File: config.mk
export PLATFORM = sky130hd
export DESIGN_NAME = pkt_ctrl_mc
export DESIGN_NICKNAME = d
export VERILOG_FILES = /design/src/rtl/pkt_ctrl_pkg.sv /design/src/rtl/rr_arbiter.sv /design/src/rtl/pkt_ctrl_mc.sv
export SDC_FILE = /design/constraint.sdc
export NUM_CORES = 1
export LEC_CHECK = 0
export CELL_PAD_IN_SITES_DETAIL_PLACEMENT = 0
export CELL_PAD_IN_SITES_GLOBAL_PLACEMENT = 1
export CORE_MARGIN = 2
export CORE_UTILIZATION = 47
export DETAILED_ROUTE_END_ITERATION = 10
export DONT_BUFFER_PORTS = 1
export MAX_ROUTING_LAYER = met4
export PLACE_DENSITY_LB_ADDON = 0.1
export SYNTH_ARGS = -nofsm -noshare
export SYNTH_HDL_FRONTEND = slang
export SYNTH_HIERARCHICAL = 1
export SYNTH_SLANG_ARGS = --single-unit
File: constraint.sdc
create_clock -name clk -period 2.8 [get_ports clk]
set_clock_uncertainty 0.15 [all_clocks]
set_input_delay 0.42 -clock clk [delete_from_list [all_inputs] [get_ports clk]]
set_output_delay 0.42 -clock clk [all_outputs]
set_load 0.05 [all_outputs]
File: src/rtl/pkt_ctrl_pkg.sv
// -----------------------------------------------------------------------------
// pkt_ctrl_pkg
// Shared types for the multi-channel packet transfer controller.
//   pkt_state_e : controller FSM state encoding (3 bits)
// -----------------------------------------------------------------------------
package pkt_ctrl_pkg;

   typedef enum logic [2:0] {
      IDLE = 3'd0,
      RD   = 3'd1,
      WR   = 3'd2,
      DONE = 3'd3,
      ERR  = 3'd4
   } pkt_state_e;

endpackage : pkt_ctrl_pkg

File: src/rtl/rr_arbiter.sv
// -----------------------------------------------------------------------------
// rr_arbiter
// Purely combinational round-robin pick. Scans req_i starting at
// (last_id_i + 1) mod NUM_CH, wrapping, and returns the first set index.
// The owner keeps the last_id register.
//   req_i     : per-channel request vector
//   last_id_i : channel served most recently
//   valid_i   : arbitration allowed this cycle
//   gnt_id_o  : selected channel index (0 when nothing is requesting)
//   any_req_o : valid_i && at least one request present
// -----------------------------------------------------------------------------
module rr_arbiter #(
   parameter int NUM_CH = 4,
   parameter int ID_W   = (NUM_CH > 1) ? $clog2(NUM_CH) : 1
) (
   input  logic [NUM_CH-1:0] req_i,
   input  logic [ID_W-1:0]   last_id_i,
   input  logic              valid_i,
   output logic [ID_W-1:0]   gnt_id_o,
   output logic              any_req_o
);

   logic found;
   int   idx;

   always_comb begin
      gnt_id_o = '0;
      found    = 1'b0;
      idx      = 0;
      for (int k = 1; k <= NUM_CH; k++) begin
         // last_id + k never exceeds 2*NUM_CH-1, so one conditional
         // subtract replaces a modulo.
         idx = int'(last_id_i) + k;
         if (idx >= NUM_CH) begin
            idx = idx - NUM_CH;
         end
         if (!found && req_i[idx]) begin
            gnt_id_o = ID_W'(idx);
            found    = 1'b1;
         end
      end
   end

   assign any_req_o = valid_i && (|req_i);

endmodule : rr_arbiter

File: src/rtl/pkt_ctrl_mc.sv
// -----------------------------------------------------------------------------
// pkt_ctrl_mc
// Multi-channel packet transfer controller. Grants one requesting channel
// round-robin, runs its read phase then its write phase, each phase under an
// optional timeout, and reports completion (ack) or timeout (abort).
//   clk, reset     : clock, asynchronous active-low reset
//   enable         : permits new grants (in-flight transfer always completes)
//   req[NUM_CH]    : per-channel request, level
//   rd_rdy, wr_rdy : read/write engine done with the current packet
//   clr_cnt        : synchronous clear of pkt_cnt and timeout_err
//   rd_ctrl        : read engine start/hold (high throughout RD)
//   wr_ctrl        : write engine start/hold (high throughout WR)
//   grant_id       : index of the channel being served
//   busy           : controller not in IDLE
//   ack, abort     : one-cycle one-hot completion / timeout pulses
//   timeout_err    : sticky timeout flag
//   pkt_cnt        : saturating completed-packet count
//   dbg_state      : current FSM state, for observation
//
// Handshake: rd_ctrl (wr_ctrl) acts as a valid held high for the whole phase;
// the engine answers with a single-cycle rd_rdy (wr_rdy) acting as ready, and
// the phase closes on the first clock edge that samples ready high while the
// matching ctrl is high. A ready seen during the other phase is ignored.
// -----------------------------------------------------------------------------
module pkt_ctrl_mc
   import pkt_ctrl_pkg::*;
#(
   parameter int NUM_CH      = 4,
   parameter int ID_W        = (NUM_CH > 1) ? $clog2(NUM_CH) : 1,
   parameter int CNT_W       = 16,
   parameter int TIMEOUT_CYC = 1024
) (
   input  logic              clk,
   input  logic              reset,
   input  logic              enable,
   input  logic [NUM_CH-1:0] req,
   input  logic              rd_rdy,
   input  logic              wr_rdy,
   input  logic              clr_cnt,
   output logic              rd_ctrl,
   output logic              wr_ctrl,
   output logic [ID_W-1:0]   grant_id,
   output logic              busy,
   output logic [NUM_CH-1:0] ack,
   output logic [NUM_CH-1:0] abort,
   output logic              timeout_err,
   output logic [CNT_W-1:0]  pkt_cnt,
   output pkt_state_e        dbg_state
);

   // The timer only ever counts up to TIMEOUT_CYC-1.
   localparam int TMR_W = (TIMEOUT_CYC > 1) ? $clog2(TIMEOUT_CYC) : 1;
   localparam logic [TMR_W-1:0] TMR_LAST =
      (TIMEOUT_CYC > 0) ? TMR_W'(TIMEOUT_CYC - 1) : '0;
   localparam logic [ID_W-1:0] LAST_RST = ID_W'(NUM_CH - 1);

   pkt_state_e        state_q, state_d;
   logic [ID_W-1:0]   grant_q, grant_d;
   logic [ID_W-1:0]   last_q, last_d;
   logic [TMR_W-1:0]  timer_q, timer_d;
   logic [CNT_W-1:0]  cnt_q, cnt_d;
   logic              err_q, err_d;

   logic [ID_W-1:0]   arb_id;
   logic              arb_any;
   logic              tmr_expired;
   logic [NUM_CH-1:0] grant_oh;

   rr_arbiter #(
      .NUM_CH (NUM_CH),
      .ID_W   (ID_W)
   ) u_arb (
      .req_i     (req),
      .last_id_i (last_q),
      .valid_i   (enable && (state_q == IDLE)),
      .gnt_id_o  (arb_id),
      .any_req_o (arb_any)
   );

   assign tmr_expired = (TIMEOUT_CYC != 0) && (timer_q == TMR_LAST);

   always_ff @(posedge clk or negedge reset) begin
      if (!reset) begin
         state_q <= IDLE;
         grant_q <= '0;
         last_q  <= LAST_RST;
         timer_q <= '0;
         cnt_q   <= '0;
         err_q   <= 1'b0;
      end else begin
         state_q <= state_d;
         grant_q <= grant_d;
         last_q  <= last_d;
         timer_q <= timer_d;
         cnt_q   <= cnt_d;
         err_q   <= err_d;
      end
   end

   always_comb begin
      state_d = state_q;
      grant_d = grant_q;
      last_d  = last_q;
      timer_d = timer_q;
      cnt_d   = cnt_q;
      err_d   = err_q;

      case (state_q)
         IDLE: begin
            if (arb_any) begin
               grant_d = arb_id;
               timer_d = '0;
               state_d = RD;
            end
         end
         RD: begin
            // Ready is checked first so it wins over a coincident expiry.
            if (rd_rdy) begin
               timer_d = '0;
               state_d = WR;
            end else if (tmr_expired) begin
               err_d   = 1'b1;
               state_d = ERR;
            end else begin
               timer_d = timer_q + TMR_W'(1);
            end
         end
         WR: begin
            if (wr_rdy) begin
               cnt_d   = (&cnt_q) ? cnt_q : cnt_q + CNT_W'(1);
               state_d = DONE;
            end else if (tmr_expired) begin
               err_d   = 1'b1;
               state_d = ERR;
            end else begin
               timer_d = timer_q + TMR_W'(1);
            end
         end
         DONE: begin
            last_d  = grant_q;
            state_d = IDLE;
         end
         ERR: begin
            // A timed-out channel drops to lowest priority next round.
            last_d  = grant_q;
            state_d = IDLE;
         end
         default: begin
            state_d = IDLE;
         end
      endcase

      // Host clear overrides any same-cycle increment or error set.
      if (clr_cnt) begin
         cnt_d = '0;
         err_d = 1'b0;
      end
   end

   assign grant_oh    = NUM_CH'(1) << grant_q;

   assign rd_ctrl     = (state_q == RD);
   assign wr_ctrl     = (state_q == WR);
   assign busy        = (state_q != IDLE);
   assign ack         = (state_q == DONE) ? grant_oh : '0;
   assign abort       = (state_q == ERR)  ? grant_oh : '0;
   assign grant_id    = grant_q;
   assign timeout_err = err_q;
   assign pkt_cnt     = cnt_q;
   assign dbg_state   = state_q;

endmodule : pkt_ctrl_mc

==> reports/results.ini, run 1 <==
[synthesis]
synth_edf_count=0
yosysWarnings=6
syn_inst=254
synth.most_common_cell=dfrtp_1
yosys.area.top_type=dfrtp_1
synth_area_um2=2200
synth_seq_cells=34
async_flop_share=1.00
syn_area_per_cell_um2=8.67
ys_types=50
ys.flop_type=dfrtp_1
synth_common_cells=32 x dfrtp_1, 29 x nor2_1, 21 x a21oi_1
yosysTopAreaCellShare=0.364
syn_nets=266
synth-seq-area-share=0.388
synth.area.top_cells=dfrtp_1 36%, mux2_2 7.2%, nor2_1 4.9%

[die]
ios=43
std_cell_rows=24
core_area_um2=4440
chipWidth_um=72.5
dieArea_um2=5250
die_h_um=72.5
initial_core_util=0.495

[clock_network]
worst_skew_pair.late_latency_ns=0.30
post_cts_buffers=0
clockRootBuffer=clkbuf_8
cts_hold_buf=2
numCtsBuffers=5
clockBufferDepth=2
cts_resized=0
htree_levels=2
clkTransAtPathRegs_ns=0.07
cts_tree=done
cts_sinks=34

[layout]
fillers=405
area_growth_pct=16.8
nets=291
antenna_cells=0
drive_gt1_frac=0.232

[timing]
period_share=0.842
hold_ws_ns=0.0549
period_needed_ns=2.36
worst_slew_pin_slew_ns=0.703
hold_violations=0
rsz0062_at_grt=false
slew-limit-headroom=0.532
setup_viol=0
max_freq_mhz=424
finalMaxSlewViolations=0
tns_ns=0

[global_route]
use_met3=0.0611
grt_busiest_layer=met1
grt_max_degree=35
antenna_found_initial=0
first_global_vias=1793
grtUsageMet2=0.302
grt_pass1_wl_um=8590
grt_overflow=0
grtUsageMet1=0.305
grt_util_all_layers=0.215

[power_and_ir_drop]
ir_worst_vdd_mv=0.426
pwr-share-comb=0.404
p_switching_w=0.000825
p_int_w=0.00103
power_switching_share=0.445
power_density_nw_per_um2=720
p_leak_nw=1.09
finalPower_w=0.00185
p_clk_frac=0.211
p_seq_frac=0.385

[hold_path]
min_path_type=in2reg

[routing]
dr.pass1.iters=4
drc_errors=0
first_iter_violations=108
wl_per_cell_um=15.7
routed_via_density=5.99
ant_nets=0
vias=1989
totalWireLength_um=5220

[setup_path]
path_delay_family=simple AND/OR/NAND/NOR gates
crit_buf_inv=0
cp.arrival_ns=2.42
crit_fanout=16
cpMaxStageDelayCell=or4_1
critical_path.max_stage_delay_ns=0.52
worstSetupStartpointType=flip-flop
cp.required_ns=2.86
worstSetupPathType=reg2reg
path_cells=nor3_1, and2_1, o41a_1, o21bai_1, a21o_1, or4_1, a21oi_1
cp-end-kind=flip-flop

[placed_design]
post-dp-hpwl_um=3600
place_congestion=0.774
portBuffers=0

[outcome]
status=completed

[job]
maxCapViolCount=0

## placed cells by master (no fill, tap or decap), drive strengths merged, types with 2 or more instances in the layout
cell type	instances
a2111oi	2
a211oi	3
a21oi	21
a2bb2oi	2
a31oi	3
and3	5
and4	3
buf	31
clkbuf	6
dfrtp	32
dfstp	2
ha	2
inv	8
mux2	16
mux2i	3
nand2	20
nand2b	5
nand3	11
nand4	7
nor2	29
nor2b	15
nor3	7
nor3b	4
nor4	3
o21ai	8
o31ai	6
or3b	2
or4	6
## registers in the layout, indices dropped and copies added (netlist names)
signal	cells
grant_id	2
timeout_err	1
pkt_cnt	16
dbg_state	3
last_q	2
timer_q	10
## worst paths after layout
check / startpoint / to / slack (ns) / cells past startpoint
min in group asynchronous: reset / pkt_cnt[0]$_DFFE_PN0P_ / 0.44 / 2
setup reg to reg: dbg_state[0]$_DFFE_PN0P_ / timer_q[6]$_DFFE_PN0P_ / 0.44 / 7
setup / recovery: dbg_state[0]$_DFFE_PN0P_ / timer_q[6]$_DFFE_PN0P_ / 0.44 / 7
hold / removal: clr_cnt / pkt_cnt[6]$_DFFE_PN0P_ / 0.05 / 1
hold reg to reg: last_q[0]$_DFFE_PN1P_ / last_q[0]$_DFFE_PN1P_ / 0.42 / 2
max in group asynchronous: reset / last_q[1]$_DFFE_PN1P_ / 1.80 / 2
## cell type report
| class | instances | area (um2) | area share |
|---|---|---|---|
| multi-input combinational | 198 | 1270 | 0.495 |
| tap | 52 | 65.1 | 0.0253 |
| clock inverter | 2 | 12.5 | 0.00486 |
| timing repair buffer | 32 | 255 | 0.0992 |
| sequential | 34 | 853 | 0.332 |
| clock buffer | 6 | 82.6 | 0.0321 |
| inverter | 8 | 30.0 | 0.0117 |
## through the flow
step                cell area, um2  worst slack, ns  std cells   util
finish                        2570            0.442        332  0.579
global route                  2570            0.267        332  0.579
CTS                           2570            0.445        332  0.579
detailed placement            2450            0.455        322  0.551
global placement              2450            0.574        322  0.551
floorplan                     2220            0.184        254      -
## cells by family after synthesis
logic type,share of synthesized area
buf+inv,0.0432
flops,0.388
fa+ha+maj,0.0114
mux,0.0955
simple gates,0.306
compound gates,0.157
## metal layers
layer | vias up | routed length [um]
li1 | 979 | -
met1 | 941 | 2600
met2 | 62 | 2250
met3 | 7 | 310
met4 | 0 | 62
met5 | - | 0
## power by group through the flow
stage	combinational (W)	clock [W]	sequential, W
6_report	0.000750	0.000391	0.000713
2_1_floorplan	0.000547	0	0.000752
5_1_grt	0.000831	0.000427	0.000725
3_3_place_gp	0.000728	0	0.000719
3_5_place_dp	0.000737	0	0.000723
4_1_cts	0.000755	0.000407	0.000713
(Power assumes the default switching activity.)
==> inputs of run 2 (changes only) <==
==> constraint.sdc (replaced) <==
create_clock -name clk -period 2.2 [get_ports clk]
set_clock_uncertainty 0.15 [all_clocks]
set_input_delay 0.33 -clock clk [delete_from_list [all_inputs] [get_ports clk]]
set_output_delay 0.33 -clock clk [all_outputs]
set_load 0.05 [all_outputs]
==> reports/results.ini, run 2 (synthesis gave the netlist of run 1 again) <==
[outcome]
status=completed

[power_and_ir_drop]
p_leak_nw=1.22
power_density_nw_per_um2=915
ir_worst_vdd_mv=0.621

[setup_path]
path_delay_family=simple AND/OR/NAND/NOR gates
reg2reg_slack_ns=0.09
crit_buf_inv=2
cp.arrival_ns=1.64
worstSetupStartpointType=flip-flop
cp.required_ns=1.72
crit_fanout=12
worstSetupPathType=reg2out
critical_path.max_stage_delay_ns=0.43
cp-end-kind=output pin
cpMaxStageDelayCell=dfrtp_1
path_cells=buf_4, nand3b_1, nor3_4, buf_12

[layout]
finish.utilization=0.657
final_cell_mix=43 x buf_4, 30 x dfrtp_1, 25 x nor2_1
largest_register_ffs=16
drive_gt1_frac=0.365
final_common_cell=buf_4
nets=312
fillers=383
antenna_cells=0
area_growth_pct=32.6

[routing]
first_iter_violations=161
dr.pass1.iters=4
wl_per_cell_um=16.0
drc_errors=0
totalWireLength_um=5640
ant_nets=0
routed_via_density=5.91
vias=2085

[timing]
tns_ns=0
max_freq_mhz=471
hold_violations=0
worst_slew_pin_slew_ns=0.472
period_needed_ns=2.12
slew-limit-headroom=0.685
hold_ws_ns=0.0199
period_share=0.966
rsz0062_at_grt=true
setup_viol=0
finalMaxSlewViolations=0

[job]
maxCapViolCount=0

[clock_network]
cts_sinks=34
htree_levels=2
numCtsBuffers=5
worst_skew_pair.late_latency_ns=0.29
clkTransAtPathRegs_ns=0.08
cts_tree=done
clockRootBuffer=clkbuf_8
clockBufferDepth=2

[placed_design]
place_congestion=0.808
portBuffers=0
post-dp-hpwl_um=3910

[die]
core_area_um2=4440
die_h_um=72.5
ios=43
std_cell_rows=24
initial_core_util=0.495
chipWidth_um=72.5
dieArea_um2=5250

[global_route]
grt_max_degree=35
grt_util_all_layers=0.232
first_global_vias=1994
grt_pass1_wl_um=9200
antenna_found_initial=0
grt_overflow=0

[hold_path]
min_path_type=in2reg

-- run 2: changes by cell type in the layout (fill, tap and decap cells not counted), moves of 4 or more --
cell | before | now
buf_12 | 1 | 6
nor2_1 | 29 | 25
nor2_2 | 0 | 4
buf_4 | 30 | 43
or4_1 | 6 | 2
or4_4 | 0 | 4
a21oi_1 | 21 | 17
a21oi_2 | 0 | 4
-- run 2: timing repair --
| item | 4_1_cts | 5_1_grt |
|---|---|---|
| setup buffers | 0 | 1 |
| setup endpoints to repair | 1 | 20 |
| hold endpoints to repair | 36 | 0 |
| pin swaps | 1 | 12 |
| gates cloned | 0 | 1 |
| gates resized for setup | 2 | 20 |
| hold buffers | 3 | 0 |
-- run 2: path summary, 6_finish.rpt --
check / startpoint / end / depth (start not counted)
min in group asynchronous: reset / pkt_cnt[1]$_DFFE_PN0P_ / 2
hold / removal: rd_rdy / dbg_state[1]$_DFFE_PN0P_ / 2
setup / recovery: dbg_state[2]$_DFFE_PN0P_ / ack[0] / 4
hold reg to reg: last_q[0]$_DFFE_PN1P_ / last_q[0]$_DFFE_PN1P_ / 2
setup reg to reg: dbg_state[1]$_DFFE_PN0P_ / timer_q[0]$_DFFE_PN0P_ / 8
max in group asynchronous: reset / last_q[1]$_DFFE_PN1P_ / 2
-- run 2: power by group --
group	switching, W	leakage [nW]	internal, W
logic	0.000761	0.721	0.000537
clock network	0.000248	0.0472	0.000252
registers	0.000149	0.456	0.000724
-- run 2: per-layer routing --
| metal | track usage | part of all wire |
|---|---|---|
| met3 | 0.0486 | 0.044 |
| met1 | 0.309 | 0.49 |
| met5 | - | 0 |
| met2 | 0.360 | 0.45 |
| met4 | 0.0679 | 0.011 |
-- run 2: worst reg2reg max path, stage by stage (launching register included) --
cell,delay [ns]
dfrtp_2,0.44
nor3_2,0.20
and2_1,0.14
o41a_1,0.21
o21bai_4,0.11
a21o_4,0.25
buf_6,0.12
or3_1,0.30
a21oi_1,0.12
-- run 2: final cells by class --
| class | instances | area (um2) | share of cell area |
|---|---|---|---|
| clock buffers | 6 | 82.6 | 0.0283 |
| well taps | 52 | 65.1 | 0.0223 |
| flip-flops and latches | 34 | 856 | 0.293 |
| repair buffers | 52 | 474 | 0.162 |
| multi-input cells | 199 | 1400 | 0.479 |
| clock inverters | 2 | 12.5 | 0.00428 |
| inverters | 8 | 30.0 | 0.0103 |
-- run 2: through the flow --
stage                     total power [W]  cells  setup WS (ns)  cell area, um2
after floorplan                   0.00170    254         -0.193            2260
after global placement            0.00201    340         0.0759            2670
after detailed placement          0.00204    340       -0.00915            2670
after CTS                         0.00259    351        0.00871            2810
after global routing              0.00282    353        -0.0456            2920
final                             0.00267    353         0.0757            2920
==> inputs of run 3 (changes only) <==
--- a/config.mk
+++ b/config.mk
@@ -7,6 +7,7 @@
 export LEC_CHECK = 0
 export CELL_PAD_IN_SITES_DETAIL_PLACEMENT = 0
 export CELL_PAD_IN_SITES_GLOBAL_PLACEMENT = 1
+export CORE_ASPECT_RATIO = 1.25
 export CORE_MARGIN = 2
 export CORE_UTILIZATION = 47
 export DETAILED_ROUTE_END_ITERATION = 10
==> reports/results.ini, run 3 (synthesis gave the netlist of run 1 again) <==
[layout]
largest_register_ffs=16
drive_gt1_frac=0.351
final_cell_mix=40 x buf_4, 30 x dfrtp_1, 25 x nor2_1
nets=310
antenna_cells=0
final_common_cell=buf_4
area_growth_pct=31.5

[die]
chipWidth_um=65.2
dieArea_um2=5250
die_h_um=80.5
ios=43
std_cell_rows=27
core_area_um2=4460
initial_core_util=0.494

[power_and_ir_drop]
power_density_nw_per_um2=916
finalPower_w=0.00265
ir_worst_vdd_mv=0.604
p_leak_nw=1.21

[timing]
period_needed_ns=2.17
setup_viol=0
hold_violations=0
finalMaxSlewViolations=0
rsz0062_at_grt=true
worst_slew_pin_slew_ns=0.473
period_share=0.988
max_freq_mhz=460
hold_ws_ns=0.0202
slew-limit-headroom=0.684
layout_setup_ws_ns=0.0261

[clock_network]
numCtsBuffers=5
cts_tree=done
clkTransAtPathRegs_ns=0.08
htree_levels=2
clockBufferDepth=2
worst_skew_pair.late_latency_ns=0.29
cts_sinks=34
clockRootBuffer=clkbuf_8

[placed_design]
post-dp-hpwl_um=3880
place_congestion=0.814
portBuffers=0
pre_cts_ws_ns=0.0122

[global_route]
first_global_vias=1989
grt_util_all_layers=0.231
grt_max_degree=35
antenna_found_initial=0
grt_pass1_wl_um=9270
grtUsageMet1=0.315
grt_overflow=0
use_met3=0.0560
grtUsageMet2=0.343
grt_busiest_layer=met2

[routing]
first_iter_violations=109
totalWireLength_um=5550
drc_errors=0
wl_per_cell_um=15.5
vias=2047
ant_nets=0
routed_via_density=5.73
dr.pass1.iters=4

[hold_path]
min_path_type=in2reg

[job]
maxCapViolCount=0

[setup_path]
cp.arrival_ns=2.19
worstSetupPathType=reg2reg
cp.required_ns=2.22
cp-end-kind=flip-flop
worstSetupStartpointType=flip-flop
crit_fanout=13

[outcome]
status=completed

run 3: per-layer routing:
| metal | routed length (um) | up-vias |
|---|---|---|
| li1 | - | 1017 |
| met1 | 2590 | 976 |
| met2 | 2640 | 48 |
| met3 | 257 | 6 |
| met4 | 53 | 0 |
| met5 | 0 | - |
run 3: area by class of cell:
cell class,count,area [um2]
Sequential cell,34,856
Clock inverter,2,12.5
Clock buffer,6,82.6
Multi-Input combinational cell,199,1380
Tap cell,58,72.6
Fill cell,401,1560
Timing Repair Buffer,50,463
Inverter,8,30.0
run 3: metrics by stage:
step	TNS (ns)	instance area, um2	std cells	util
after floorplan	-1.90	2260	254	-
after global placement	0	2650	342	0.593
after detailed placement	0	2650	342	0.593
after CTS	0	2780	353	0.624
after global routing	-0.538	2900	357	0.650
final	0	2900	357	0.650
run 3: final timing paths:
check	from	end	slack, ns	cells past startpoint
setup / recovery	dbg_state[1]$_DFFE_PN0P_	pkt_cnt[11]$_DFFE_PN0P_	0.03	6
hold / removal	rd_rdy	dbg_state[1]$_DFFE_PN0P_	0.02	2
setup reg to reg	dbg_state[1]$_DFFE_PN0P_	pkt_cnt[11]$_DFFE_PN0P_	0.03	6
hold reg to reg	last_q[0]$_DFFE_PN1P_	last_q[0]$_DFFE_PN1P_	0.41	2
max in group asynchronous	reset	last_q[0]$_DFFE_PN1P_	1.32	2
min in group asynchronous	reset	timer_q[6]$_DFFE_PN0P_	0.34	2
run 3: critical path: stages (launching register included):
cell and delay [ns]:
dfrtp_2 0.39, buf_4 0.18, nor4bb_2 0.33, buf_4 0.22
nand2_2 0.11, a2111oi_2 0.32, mux2_1 0.35
run 3: power breakdown:
| part | total (W) | internal, W | switching (W) |
|---|---|---|---|
| clock | 0.000495 | 0.000252 | 0.000244 |
| sequential | 0.000855 | 0.000725 | 0.000130 |
| combinational | 0.00130 | 0.000530 | 0.000773 |
run 3: what timing repair did:
action | in CTS | in global routing
hold buffers | 3 | 0
endpoints found under the setup margin | 1 | 23
pin swaps | 0 | 9
gates resized for setup | 1 | 19
buffers inserted | 0 | 3
gates cloned | 0 | 1
endpoints found under the hold margin | 36 | 0
==> edit, RTL diff (config.mk and constraints of run 3) <==
Reset style: synchronous (`reset`), changed in one clocked block. Comments in the files are not updated.
--- a/src/rtl/pkt_ctrl_mc.sv
+++ b/src/rtl/pkt_ctrl_mc.sv
@@ -80,5 +80,5 @@
    assign tmr_expired = (TIMEOUT_CYC != 0) && (timer_q == TMR_LAST);
 
-   always_ff @(posedge clk or negedge reset) begin
+   always_ff @(posedge clk) begin
       if (!reset) begin
          state_q <= IDLE;
Formal check against the unedited RTL: differs if reset is asserted again (counterexample within 4 cycles, from zero or initial values and one cycle with reset low); with reset held inactive, the same outputs for 10 cycles.
==> edit against run 3 <==
  * Count of clock-buffer cells in the layout unchanged
  * Design area decreased by 12%
  * Sequential cell count unchanged
  * Global-route usage increased by 0.87 points
  * Register-to-register slack improved by 0.08 ns
  * Synthesized area decreased by 10%
  * Wire length decreased by 4.8%
  * Setup slack improved by 0.062 ns
  * Largest cell class unchanged
Power is not compared: it rests on default switching activity, and its combinational part moved more than twofold at a synthesized area within 25%.
==> edit: results (changes against run 3) <==
The flow ran to the end, and the final reports show no timing, DRC or antenna violations. Post-layout net count: 299 (-3.5%). The met2 track demand over resource in global routing is 0.428 (+0.0853). The wire length of the first global-routing pass was 8580 um (-7.4%); the pin count of the biggest net entering global routing was 15 (-57%). The Yosys warning count is 6 (unchanged), and the number of flip-flops in the largest register is 16 (unchanged). After synthesis, the cell types taking the most area are sky130_fd_sc_hd__dfxtp_1, sky130_fd_sc_hd__a21oi_1, sky130_fd_sc_hd__nand2_1. The total global routing track utilization was 0.240 (+0.00866); the diode insertion count for antenna repair was 0 (unchanged). The tools report the level count of the clock H-tree as 2 (unchanged). The actual slew at the worst max-slew pin was 0.519 ns (+0.0458 ns). The number of cells on the worst reg-to-reg path is 7 (+1). The count of unique library cells instantiated by Yosys is 47 (-6.0%). The run gives 1,945 (-2.2%) as the number of global-route vias before repair. The tools report the maximum achievable frequency as 473 MHz (+2.9%). The fraction of final layout cells with drive strength greater than 1 was 0.257 (-0.0942). The final estimated routing congestion in global placement is 0.869 (+6.7%), and the detailed router's first-iteration violation count is 127 (+17%). The minimum setup slack after placement was 0.134 ns (+0.121 ns); the TritonCTS buffer count was 5 (unchanged). After clock tree synthesis, the clock-pin slew on the worst setup and hold paths is 0.07 ns. Final HPWL from detailed placement: 4090 um (+5.4%). The setup slack of the worst register-to-register path is 0.11 ns (+0.08 ns). The routing usage on met1 is 0.246 (-0.0683). The fraction of the yosys area taken by sequential cells was 0.344 (-0.0432). The fraction of registers with async set or reset after synthesis was 0 (-1.00); the worst hold slack was 0.0336 ns (+0.0134 ns). In the synthesized netlist, the cells that appear most often are sky130_fd_sc_hd__dfxtp_1, sky130_fd_sc_hd__a21oi_1, sky130_fd_sc_hd__nand2_1. The synthesized area per cell is 7.97 um^2 (-8.1%), and the clock network latency to the later pin of the worst-skew pair is 0.28 ns. Fraction of met3 tracks used by global routing: 0.0509 (-0.00509).

In the synthesized netlist the dominant register cell turns out to be sky130_fd_sc_hd__dfxtp_1. The tools report the synthesized net count as 260 (-2.3%). In this run the worst setup path terminates at abort[2]. The tools report the capturing point of the worst reg2reg path as timer_q[3]. The average vias per placed instance came out at 6.03 (+5.1%). Beginning of the worst register-to-register path: dbg_state[0]. The number of enable-type register cells in the synthesized netlist is 0 (unchanged), and the arrival time of data at the critical path endpoint is 1.63 ns (-0.56 ns). The placed instance area is 2440 um^2 (-7.8%), and the placed cell count is 335 (-2.0%). The number of fill cells in the layout came out at 364 (-9.2%). The post-detailed-route wirelength per cell came out at 15.3 um (-1.2%). The total routed wirelength came out at 5280 um (-4.8%). The most critical setup path has its startpoint at dbg_state[2].
edit: worst max-delay path: stages, from the launching register on:
cell and delay, ns:
sky130_fd_sc_hd__dfxtp_4 0.45, sky130_fd_sc_hd__or3b_4 0.48, sky130_fd_sc_hd__nor3b_4 0.25, sky130_fd_sc_hd__buf_12 0.16
edit: what timing repair did:
action / CTS / global route
endpoints found under the setup margin: 2 / 0
endpoints found under the hold margin: 2 / 0
hold buffers: 1 / 0
resized for setup: 1 / 0
edit: cell families after synthesis:
group,share of synthesized area
compound gates,0.253
fa+ha+maj,0.0127
buf+inv,0.0367
flops,0.344
mux,0.0253
simple gates,0.328
edit: power breakdown:
part           internal, mW  total, mW  switching [mW]
clock network         0.252      0.483           0.230
logic                0.0943      0.251           0.157
registers             0.628      0.660          0.0325
edit: cell type report:
class	count	area, um^2	area share
Multi-Input combinational cell	196	1300	0.509
Clock buffer	6	82.6	0.0324
Inverter	9	33.8	0.0133
Timing Repair Buffer	41	360	0.141
Sequential cell	34	692	0.272
Tap cell	56	70.1	0.0275
Clock inverter	2	11.3	0.00442
edit: worst min-delay path by stage:
stage                start            to  depth (start not counted)
floorplan            reset     last_q[0]                          1
global route        rd_rdy  dbg_state[1]                          2
global placement     reset     last_q[0]                          1
finish              rd_rdy  dbg_state[1]                          2
detailed placement   reset     last_q[0]                          1
CTS                 rd_rdy  dbg_state[1]                          2
edit: per-layer routing:
layer / wire length, um / vias to the layer above
met3: 268 / 7
met2: 2900 / 61
met5: 0 / -
li1: - / 1024
met1: 2040 / 981
met4: 72 / 0
edit: through the flow:
step	power, mW	TNS [ns]
6_report	1.39	0
5_1_grt	1.46	0
4_1_cts	1.41	0
3_5_place_dp	0.922	0
3_3_place_gp	0.914	0
2_1_floorplan	0.852	-0.202
